[src/rtl/uart_defs_pkg.sv]
// Shared UART definitions: parity modes, receiver FSM states, RX FIFO entry layout
// and a 3-input majority helper used by the oversampling vote.
package uart_defs;

   localparam int RX_DATA_MAX = 9;

   typedef enum logic [1:0] {
      PAR_NONE = 2'd0,
      PAR_EVEN = 2'd1,
      PAR_ODD  = 2'd2
   } Parity_t;

   typedef enum logic [2:0] {
      IDLE,
      START,
      DATA,
      PARITY,
      STOP
   } RxOsState_t;

   typedef struct packed {
      logic                   brk;
      logic                   frame_err;
      logic                   parity_err;
      logic [RX_DATA_MAX-1:0] data;
   } RxEntry_t;

   function automatic logic majority3(input logic a, input logic b, input logic c);
      return (a & b) | (a & c) | (b & c);
   endfunction

endpackage

[src/rtl/uart_sync_fifo.sv]
// Single-clock FIFO with valid/ready style push/pop, flush and occupancy count.
// The head word reads as zero while empty so downstream outputs stay clean.
module uart_sync_fifo #(
   parameter  int WIDTH = 8,
   parameter  int DEPTH = 8,
   localparam int AW    = $clog2(DEPTH)
) (
   input  logic             clk,
   input  logic             rst,
   input  logic             push_i,
   input  logic [WIDTH-1:0] wdata_i,
   input  logic             pop_i,
   input  logic             flush_i,
   output logic [WIDTH-1:0] rdata_o,
   output logic             full_o,
   output logic             empty_o,
   output logic [AW:0]      level_o
);

   logic [WIDTH-1:0] mem_q [DEPTH];
   logic [AW-1:0]    wptr_q;
   logic [AW-1:0]    rptr_q;
   logic [AW:0]      level_q;
   logic             do_push;
   logic             do_pop;

   assign empty_o = (level_q == '0);
   assign full_o  = (level_q == (AW+1)'(DEPTH));
   assign level_o = level_q;
   assign do_pop  = pop_i & ~empty_o;
   assign do_push = push_i & (~full_o | do_pop);
   assign rdata_o = empty_o ? '0 : mem_q[rptr_q];

   always_ff @(posedge clk) begin
      if (rst) begin
         wptr_q  <= '0;
         rptr_q  <= '0;
         level_q <= '0;
      end else if (flush_i) begin
         wptr_q  <= '0;
         rptr_q  <= '0;
         level_q <= '0;
      end else begin
         if (do_push) wptr_q <= wptr_q + 1'b1;
         if (do_pop)  rptr_q <= rptr_q + 1'b1;
         level_q <= level_q + {{AW{1'b0}}, do_push} - {{AW{1'b0}}, do_pop};
      end
   end

   // NOTE: storage has no reset; validity is tracked by the pointers and level alone.
   always_ff @(posedge clk) begin
      if (do_push && !flush_i) mem_q[wptr_q] <= wdata_i;
   end

endmodule

[src/rtl/uart_rx_os.sv]
// Oversampling UART receiver: synchroniser, sample-tick prescaler, majority-vote
// framing FSM with runtime data/parity/stop configuration, RX FIFO and RTS flow control.
module uart_rx_os
   import uart_defs::*;
#(
   parameter int DATA_MAX    = RX_DATA_MAX,
   parameter int OVERSAMPLE  = 16,
   parameter int FIFO_DEPTH  = 8,
   parameter int RTS_MARGIN  = 2,
   parameter int SYNC_STAGES = 2
) (
   input  logic                          clk,
   input  logic                          rst,
   input  logic                          rx_enable_i,
   input  logic [15:0]                   baud_div_i,
   input  logic [3:0]                    data_bits_i,
   input  Parity_t                       parity_i,
   input  logic                          stop2_i,
   input  logic                          flush_i,
   input  logic                          clr_overrun_i,
   input  logic                          rx_i,
   output logic                          rts_n_o,
   output logic [DATA_MAX-1:0]           rx_data_o,
   output logic                          rx_parity_err_o,
   output logic                          rx_frame_err_o,
   output logic                          rx_break_o,
   output logic                          rx_valid_o,
   input  logic                          rx_ready_i,
   output logic                          overrun_o,
   output logic [$clog2(FIFO_DEPTH):0]   fifo_level_o,
   output logic                          busy_o,
   output logic                          wakeup_o
);

   localparam int SCW = $clog2(OVERSAMPLE);
   localparam int LVW = $clog2(FIFO_DEPTH) + 1;
   localparam logic [SCW-1:0] SC_A   = SCW'(OVERSAMPLE/2 - 1);
   localparam logic [SCW-1:0] SC_B   = SCW'(OVERSAMPLE/2);
   localparam logic [SCW-1:0] SC_V   = SCW'(OVERSAMPLE/2 + 1);
   localparam logic [SCW-1:0] SC_END = SCW'(OVERSAMPLE - 1);

   typedef struct packed {
      logic                brk;
      logic                frame_err;
      logic                parity_err;
      logic [DATA_MAX-1:0] data;
   } entry_t;

   function automatic logic [3:0] clamp_bits(input logic [3:0] b);
      if (b < 4'd5)            return 4'd5;
      if (b > 4'(DATA_MAX))    return 4'(DATA_MAX);
      return b;
   endfunction

   logic [SYNC_STAGES-1:0] sync_q;
   logic                   rxs;
   logic [15:0]            presc_q;
   logic                   tick;

   RxOsState_t             state_q;
   logic [SCW-1:0]         scnt_q;
   logic [3:0]             bcnt_q;
   logic [DATA_MAX-1:0]    shreg_q;
   logic                   acc_q;
   logic                   perr_q;
   logic                   ferr_q;
   logic                   pbit_q;
   logic                   sa_q;
   logic                   sb_q;
   logic                   stop_idx_q;
   logic [3:0]             bits_q;
   Parity_t                par_q;
   logic                   stop2_q;
   logic                   wakeup_q;
   logic                   rts_n_q;
   logic                   overrun_q;

   logic                   vote_d;
   logic                   push_d;
   logic                   frame_err_d;
   logic                   brk_d;
   entry_t                 entry_d;
   entry_t                 head;
   logic                   fifo_full;
   logic                   fifo_empty;
   logic                   pop;
   logic                   overrun_set;
   logic [LVW-1:0]         level;
   logic [LVW-1:0]         free_d;

   assign rxs  = sync_q[SYNC_STAGES-1];
   assign tick = (presc_q >= baud_div_i);

   // Line idles high, so the synchroniser resets to 1 to avoid a phantom start bit.
   always_ff @(posedge clk) begin
      if (rst) begin
         sync_q  <= '1;
         presc_q <= '0;
      end else begin
         sync_q  <= {sync_q[SYNC_STAGES-2:0], rx_i};
         presc_q <= tick ? 16'd0 : presc_q + 16'd1;
      end
   end

   // NOTE: every signal assigned here gets a default first so no latch is inferred.
   always_comb begin
      vote_d      = majority3(sa_q, sb_q, rxs);
      push_d      = tick && (state_q == STOP) && (scnt_q == SC_V) && (stop_idx_q == stop2_q);
      frame_err_d = ferr_q | ~vote_d;
      brk_d       = frame_err_d && (shreg_q == '0) && ((par_q == PAR_NONE) || !pbit_q);
      entry_d     = '{brk: brk_d, frame_err: frame_err_d, parity_err: perr_q, data: shreg_q};
   end

   // NOTE: sequential state uses non-blocking assignments only.
   always_ff @(posedge clk) begin
      if (rst) begin
         state_q    <= IDLE;
         scnt_q     <= '0;
         bcnt_q     <= '0;
         shreg_q    <= '0;
         acc_q      <= 1'b0;
         perr_q     <= 1'b0;
         ferr_q     <= 1'b0;
         pbit_q     <= 1'b0;
         sa_q       <= 1'b1;
         sb_q       <= 1'b1;
         stop_idx_q <= 1'b0;
         bits_q     <= 4'd8;
         par_q      <= PAR_NONE;
         stop2_q    <= 1'b0;
         wakeup_q   <= 1'b0;
      end else begin
         wakeup_q <= 1'b0;
         if (tick) begin
            if (scnt_q == SC_A) sa_q <= rxs;
            if (scnt_q == SC_B) sb_q <= rxs;
            if (state_q != IDLE) scnt_q <= (scnt_q == SC_END) ? '0 : scnt_q + 1'b1;

            case (state_q)
               IDLE: begin
                  if (!rxs && rx_enable_i) begin
                     state_q <= START;
                     scnt_q  <= '0;
                     bits_q  <= clamp_bits(data_bits_i);
                     par_q   <= parity_i;
                     stop2_q <= stop2_i;
                  end
               end
               START: begin
                  if (scnt_q == SC_V) begin
                     if (vote_d) state_q  <= IDLE;
                     else        wakeup_q <= 1'b1;
                  end
                  if (scnt_q == SC_END) begin
                     state_q <= DATA;
                     bcnt_q  <= '0;
                     acc_q   <= 1'b0;
                     shreg_q <= '0;
                     perr_q  <= 1'b0;
                     ferr_q  <= 1'b0;
                     pbit_q  <= 1'b0;
                  end
               end
               DATA: begin
                  if (scnt_q == SC_V) begin
                     shreg_q[bcnt_q] <= vote_d;
                     acc_q           <= acc_q ^ vote_d;
                  end
                  if (scnt_q == SC_END) begin
                     if (bcnt_q == bits_q - 4'd1) begin
                        state_q    <= (par_q != PAR_NONE) ? PARITY : STOP;
                        stop_idx_q <= 1'b0;
                     end else begin
                        bcnt_q <= bcnt_q + 4'd1;
                     end
                  end
               end
               PARITY: begin
                  if (scnt_q == SC_V) begin
                     pbit_q <= vote_d;
                     perr_q <= (par_q == PAR_ODD) ? ~(acc_q ^ vote_d) : (acc_q ^ vote_d);
                  end
                  if (scnt_q == SC_END) begin
                     state_q    <= STOP;
                     stop_idx_q <= 1'b0;
                  end
               end
               STOP: begin
                  // Leave on the final vote rather than at bit end so a following start edge is not missed.
                  if (scnt_q == SC_V) begin
                     if (!vote_d) ferr_q <= 1'b1;
                     if (stop_idx_q == stop2_q) state_q <= IDLE;
                  end
                  if (scnt_q == SC_END) stop_idx_q <= 1'b1;
               end
               default: state_q <= IDLE;
            endcase
         end
      end
   end

   assign pop         = rx_ready_i & ~fifo_empty;
   assign overrun_set = push_d & fifo_full & ~pop;
   assign free_d      = LVW'(FIFO_DEPTH) - level;

   uart_sync_fifo #(
      .WIDTH (DATA_MAX + 3),
      .DEPTH (FIFO_DEPTH)
   ) u_fifo (
      .clk     (clk),
      .rst     (rst),
      .push_i  (push_d),
      .wdata_i (entry_d),
      .pop_i   (pop),
      .flush_i (flush_i),
      .rdata_o (head),
      .full_o  (fifo_full),
      .empty_o (fifo_empty),
      .level_o (level)
   );

   always_ff @(posedge clk) begin
      if (rst) begin
         rts_n_q   <= 1'b1;
         overrun_q <= 1'b0;
      end else begin
         rts_n_q <= ~(rx_enable_i & (free_d > LVW'(RTS_MARGIN)));
         if (overrun_set)        overrun_q <= 1'b1;
         else if (clr_overrun_i) overrun_q <= 1'b0;
      end
   end

   assign rts_n_o         = rts_n_q;
   assign overrun_o       = overrun_q;
   assign wakeup_o        = wakeup_q;
   assign busy_o          = (state_q != IDLE);
   assign rx_valid_o      = ~fifo_empty;
   assign fifo_level_o    = level;
   assign rx_data_o       = head.data;
   assign rx_parity_err_o = head.parity_err;
   assign rx_frame_err_o  = head.frame_err;
   assign rx_break_o      = head.brk;

endmodule

[config.mk]
export PLATFORM = sky130hd
export DESIGN_NAME = uart_rx_os
export DESIGN_NICKNAME = d
export VERILOG_FILES = /design/src/rtl/uart_defs_pkg.sv /design/src/rtl/uart_sync_fifo.sv /design/src/rtl/uart_rx_os.sv
export SDC_FILE = /design/constraint.sdc
export NUM_CORES = 1
export LEC_CHECK = 0
export ABC_CLOCK_PERIOD_IN_PS = 4000
export CAP_MARGIN = 10
export CORE_UTILIZATION = 25
export DETAILED_ROUTE_END_ITERATION = 10
export PLACE_DENSITY = 0.43
export SLEW_MARGIN = 20
export SYNTH_ARGS = -nofsm -noshare
export SYNTH_HDL_FRONTEND = slang
export SYNTH_SLANG_ARGS = --single-unit
[constraint.sdc]
create_clock -name clk -period 4 [get_ports clk]
set_input_delay 0.8 -clock clk [delete_from_list [all_inputs] [get_ports clk]]
set_output_delay 0.8 -clock clk [all_outputs]
set_load 0.01 [all_outputs]
### Word level (Yosys, flattened, before mapping)

Memory sizes are Yosys's and may differ from the RTL's. A register that Yosys moved wholly into a read port is not among the register bits.
Index checks and enable logic that the tools add are counted.

* register bits: 65
* bits in latches: 0
* RAM bits: 96
* ROM bits: 0
* output and inout bits: 21
* word-level logic and storage cells: 185
* memories: 1

* $add $sub $neg: 9
* $mul: 0
* div/mod/pow operators: 0
* $lt $le $gt $ge: 6
* equal/unequal tests: 26
* shifts and indexed selects: 0
* multiplexer cells: 63
* bitwise gates (word level): 23
* reduce and logical (&&, ||, !) cells: 35

Memory list
* u_fifo.mem_q: depth 8, bits a word 12, rd ports 1, clocked after Yosys merged registers in 1, write ports 1, line uart_sync_fifo.sv:20 `logic [WIDTH-1:0] mem_q [DEPTH];`

Operators by type and width (count)
* $mux 4: 11
* $mux 3: 12
* $mux 1: 27
* $mux 9: 2
* $ne 2x2->1 const B: 9
* $pmux 9 s2: 1
* $add 16x1->16 const B: 1
* $eq 4x4->1 const B: 4
* $ge 16x16->1: 1
* $pmux 3 s5: 1
* $mux 12: 1
* $reduce_and 5->1: 2
* $reduce_bool 2->1: 5
* $and 1x1->1: 9
* $bwmux 9: 1
* $logic_not 9->1: 1
* $not 1->1: 9
* $reduce_and 9->1: 1
* $add 4x1->4 const B: 2
* $logic_and 1x1->1: 8
* $pmux 1 s2: 4
* $pmux 4 s2: 1
* $reduce_and 4->1: 2
* $add 3x1->3 const B: 2
* other kinds (33): 45

### Depth between registers and ports, before layout

* word-level depth: 13
* mapped depth: 13
* depth with buffers taken out: 13

### Modules after synthesis

A second synthesis with hierarchy kept.

* cells, all modules: 620
* area total of the unflattened synthesis: 7641.1 µm²

By module, submodules not included
* uart_sync_fifo: instances 1, cells an instance 224, area each 4384.2 µm², sequential area each 3143.0 µm²
* uart_rx_os: instances 1, cells an instance 396, area each 3256.9 µm², sequential area each 1101.1 µm²

### Worst setup path after synthesis

Ideal clock, no wire load.

* kind: input to register
* start point: input port baud_div_i[15]
* end point: memory u_fifo.mem_q[2][0] in the netlist's numbering (enable)
* arrival time: 3153 ps
* data required time: 3588 ps
* slack: 434 ps
* stages: 8
* cells stage by stage: inv_1 ha_1 nand4_1 nor3_2 a32oi_2 nand3_1 nand2b_2 nor4_1

* cells in the longest elaborated chain, start to end: 8

Ends and longest elaborated chain
* start: declaration: line uart_rx_os.sv:15 `input logic [15:0] baud_div_i,`
* $ge 16x16->1: line uart_rx_os.sv:92 `assign tick = (presc_q >= baud_div_i);`
* $logic_and 1x1->1 (3 in a row): line uart_rx_os.sv:108 `push_d = tick && (state_q == STOP) && (scnt_q == SC_V) && (stop_idx_q == stop2_q);`
* $and 1x1->1: line uart_sync_fifo.sv:31 `assign do_push = push_i & (~full_o | do_pop);`
* $logic_and 1x1->1: line uart_sync_fifo.sv:52 `if (do_push && !flush_i) mem_q[wptr_q] <= wdata_i;`
* $mux 1: line uart_sync_fifo.sv:52
* $mux 1 (not written as such): line uart_sync_fifo.sv:52
* end: declaration: line uart_sync_fifo.sv:20

No other way between the ends.

### Final worst setup path

* start point: input port baud_div_i[13]
* end point: memory u_fifo.mem_q[4][4] in the netlist's numbering (enable)

The elaborated chain is that of the path after synthesis.

==> flow_metrics.env <==
export IMPL_drc=0
export IMPL_post_cts_resized=0
export IMPL_power_total_mw=3.80
export IMPL_r2r_slack_ns=0.97
export IMPL_max_freq_mhz=293
export IMPL_synth_avg_cell_area_um2=12.1
export IMPL_post_drt_wl_per_cell_um=16.0
export IMPL_place_congestion=0.808
export IMPL_antenna_found_initial=0
export IMPL_drt_initial_drc_count=248
export IMPL_synth_cell_types=62
export IMPL_core_area_um2=29700
export IMPL_start_util_pct=25.5
export IMPL_cts_clk_slew_worst_paths_ns=0.07
export IMPL_vias=4951
export IMPL_post_cts_setup_buffer_count=0
export IMPL_finalClockSkew_ns=0.0125
export IMPL_overflow=0
export IMPL_hp_start="sync_q[0]"
export IMPL_relSlewSlack_pct=28.5
export IMPL_clock_path_buffers=2
export IMPL_grt_max_degree=32
export IMPL_worst_setup_path_end_kind="flip-flop"
export IMPL_reg2reg_depth=14
export IMPL_slowest_stage="nor2_1"
export IMPL_cts_made_buffers=17
export IMPL_cts_root_buf="clkbuf_16"
export IMPL_cts_hold_buffers=0
export IMPL_via_per_inst=4.56
export IMPL_tightest_slew_ns=1.07
export IMPL_critical_path_class="input pin to flip-flop"
export IMPL_fillers=2963
export IMPL_reg2reg_to="u_fifo.level_o[3]"
export IMPL_finalCritPeriodShare_pct=85.2
export IMPL_die_w_um=176
export IMPL_ys_warnings_count=0
export IMPL_leakagePower_nw=3.25
export IMPL_async_flop_share_pct=0
export IMPL_hpwl_um=12000
export IMPL_crit_chain="clkdlybuf4s50_1 -> inv_1 -> ha_1 -> nand4_1 -> nor3_2 -> a32oi_2 -> nand3_1 -> nand2b_2 -> inv_2 -> nand2_1 -> nor2_1"
export IMPL_drt_pass1_iterations=7
export IMPL_fin_ws_ns=0.591
export IMPL_netlist_area_leader_share_pct=38.0
export IMPL_htreeDepth=4
export IMPL_placed_area_um2=8560
export IMPL_syn_inst=625
export IMPL_rr_startpoint="presc_q[0]"
export IMPL_setup_viol=0
export IMPL_slew_violations=0
export IMPL_p_per_area_nw_per_um2=414
export IMPL_startpoint_type="input pin"
export IMPL_port_buffers=50
export IMPL_critPathTopFamily="simple AND/OR/NAND/NOR gates"
export IMPL_post_route_min_period_ns=3.41
export IMPL_hp_class="flip-flop to flip-flop"
export IMPL_rows=63
export IMPL_worstPathArrival_ns=3.45
export IMPL_status="complete, no violations"
export IMPL_critical_path_required_ns=4.04
export IMPL_antenna_cells=0
export IMPL_ys_flop_type="edfxtp_1"
export IMPL_yosys_area_top_type="edfxtp_1"
export IMPL_ys_seq_area_share_pct=56.0
export IMPL_rsz0062_at_grt="false"
export IMPL_ant_nets=0
export IMPL_peakVddDrop_uv=257
export IMPL_pin_count=51
export IMPL_holdPathStages=1
export IMPL_preCtsSetupSlack_ns=0.00866
export IMPL_finalWirelength_um=17400
export IMPL_syn_area_um2=7580
export IMPL_syn_nets=692
export IMPL_cp_slowest_stage_delay_ns=0.85
export IMPL_die_area_um2=31000
export IMPL_cp_num_buf_inv=3
export IMPL_synthTopCellsByArea="edfxtp_1, dfxtp_1, mux4_2"
export IMPL_hold_violations=0
export IMPL_synth_seq_cells=164
export IMPL_fin_util_pct=30.9
export IMPL_hold_end="sync_q[1]"
export IMPL_finalSetupTns_ns=0
export IMPL_drive_gt1_share_pct=12.8
export IMPL_synth_edf_count=96
export IMPL_grt_pass1_vias=5180
export IMPL_syn2layout_area_growth_pct=20.9
export IMPL_final_common_cell="edfxtp_1"
export IMPL_grt_util_all_layers_pct=11.8
export IMPL_grt_pass1_wl_um=27700
export IMPL_fin_nets=749
export IMPL_cts_tree="yes"
export IMPL_clock_latency_ns=0.43
export IMPL_layout_common_cells="edfxtp_1, dfxtp_1, nor2_1, clkdlybuf4s50_1, inv_1"
export IMPL_maxCapViolCount=0
export IMPL_die_h_um=176
export IMPL_numClockSinks=164
export IMPL_postLayoutCellArea_um2=9170
export IMPL_path_max_fanout=12
## flip-flops by register name (all words and copies together) (netlist names), 3 cells and up, named ones only
register and cells:
bcnt_q 4, bits_q 4, presc_q 16, scnt_q 4, shreg_q 9, state_q 3, u_fifo.level_o 4, u_fifo.mem_q 96
u_fifo.rptr_q 3, u_fifo.wptr_q 3
## cells by family after synthesis
group                    Yosys count  synth area share, %
AND/OR/NAND/NOR                  194                 13.0
buffers and inverters             68                 3.73
XOR/XNOR                          28                 3.23
multiplexers                      45                 9.90
adder cells (fa/ha/maj)           38                 6.33
flip-flops                       164                 56.0
AO/OA/AOI/OAI                     88                 7.82
## worst register-to-register path: stages, from the launching register on
cell	delay [ns]
dfxtp_1	0.40
inv_1	0.07
ha_1	0.26
nand2b_1	0.14
a2111o_1	0.47
a32oi_2	0.26
nand3_1	0.18
nand2b_2	0.14
inv_2	0.04
buf_4	0.15
ha_1	0.20
a21oi_1	0.13
nor2_1	0.06
or3_1	0.30
a21oi_1	0.14
## final cells by class
type	instances	area, um^2	area share, %
flip-flops and latches	164	4240	46.3
clock buffers	17	425	4.64
inverters	41	154	1.68
repair buffers	65	613	6.69
well taps	390	488	5.32
multi-input cells	393	3070	33.5
clock inverters	15	176	1.92
## synth_stat cells, types with 5 or more instances
library cell / n
edfxtp_1: 96
dfxtp_1: 68
nor2_1: 65
inv_1: 40
ha_1: 36
a21oi_1: 35
nand2_1: 31
mux4_2: 24
mux2i_1: 21
nand3_1: 16
clkbuf_1: 15
xnor2_1: 15
nor3_1: 14
o21ai_0: 13
xor2_1: 13
nand4_1: 9
nand2b_1: 8
nor2b_1: 8
and3_1: 7
buf_2: 7
or3_1: 6
o31ai_1: 5
## per-stage QoR
| stage | hold WS, ns | cells |
|---|---|---|
| after CTS | 0.417 | 1085 |
| final | 0.414 | 1085 |
| after global placement | 0.396 | 1053 |
| after floorplan | 0.389 | 625 |
| after detailed placement | 0.399 | 1053 |
| after global routing | 0.432 | 1085 |
## routing by layer
metal	up-vias	global-route usage, %	share of wire [%]
met5	-	0	0
met3	18	2.99	3.8
met1	2423	13.5	43
met4	0	3.41	1.1
met2	93	21.3	52
li1	2417	-	-
## how the worst max path moves through the flow
stage                    from  slack [ns]                  to  depth (start not counted)
4_1_cts        baud_div_i[13]        0.47  u_fifo.mem_q[5][4]                         11
3_3_place_gp   baud_div_i[14]        0.15  u_fifo.mem_q[5][6]                         11
5_1_grt        baud_div_i[13]        0.38  u_fifo.mem_q[4][4]                         11
6_report       baud_div_i[13]        0.59  u_fifo.mem_q[4][4]                         11
2_1_floorplan  baud_div_i[15]        0.43  u_fifo.mem_q[2][0]                          8
3_5_place_dp   baud_div_i[13]       0.009  u_fifo.mem_q[5][5]                         11
## where the power goes
group          internal [mW]  switching (mW)
clock network          0.847           0.786
logic                  0.172           0.198
registers               1.78          0.0144
(Power assumes the default switching activity.)
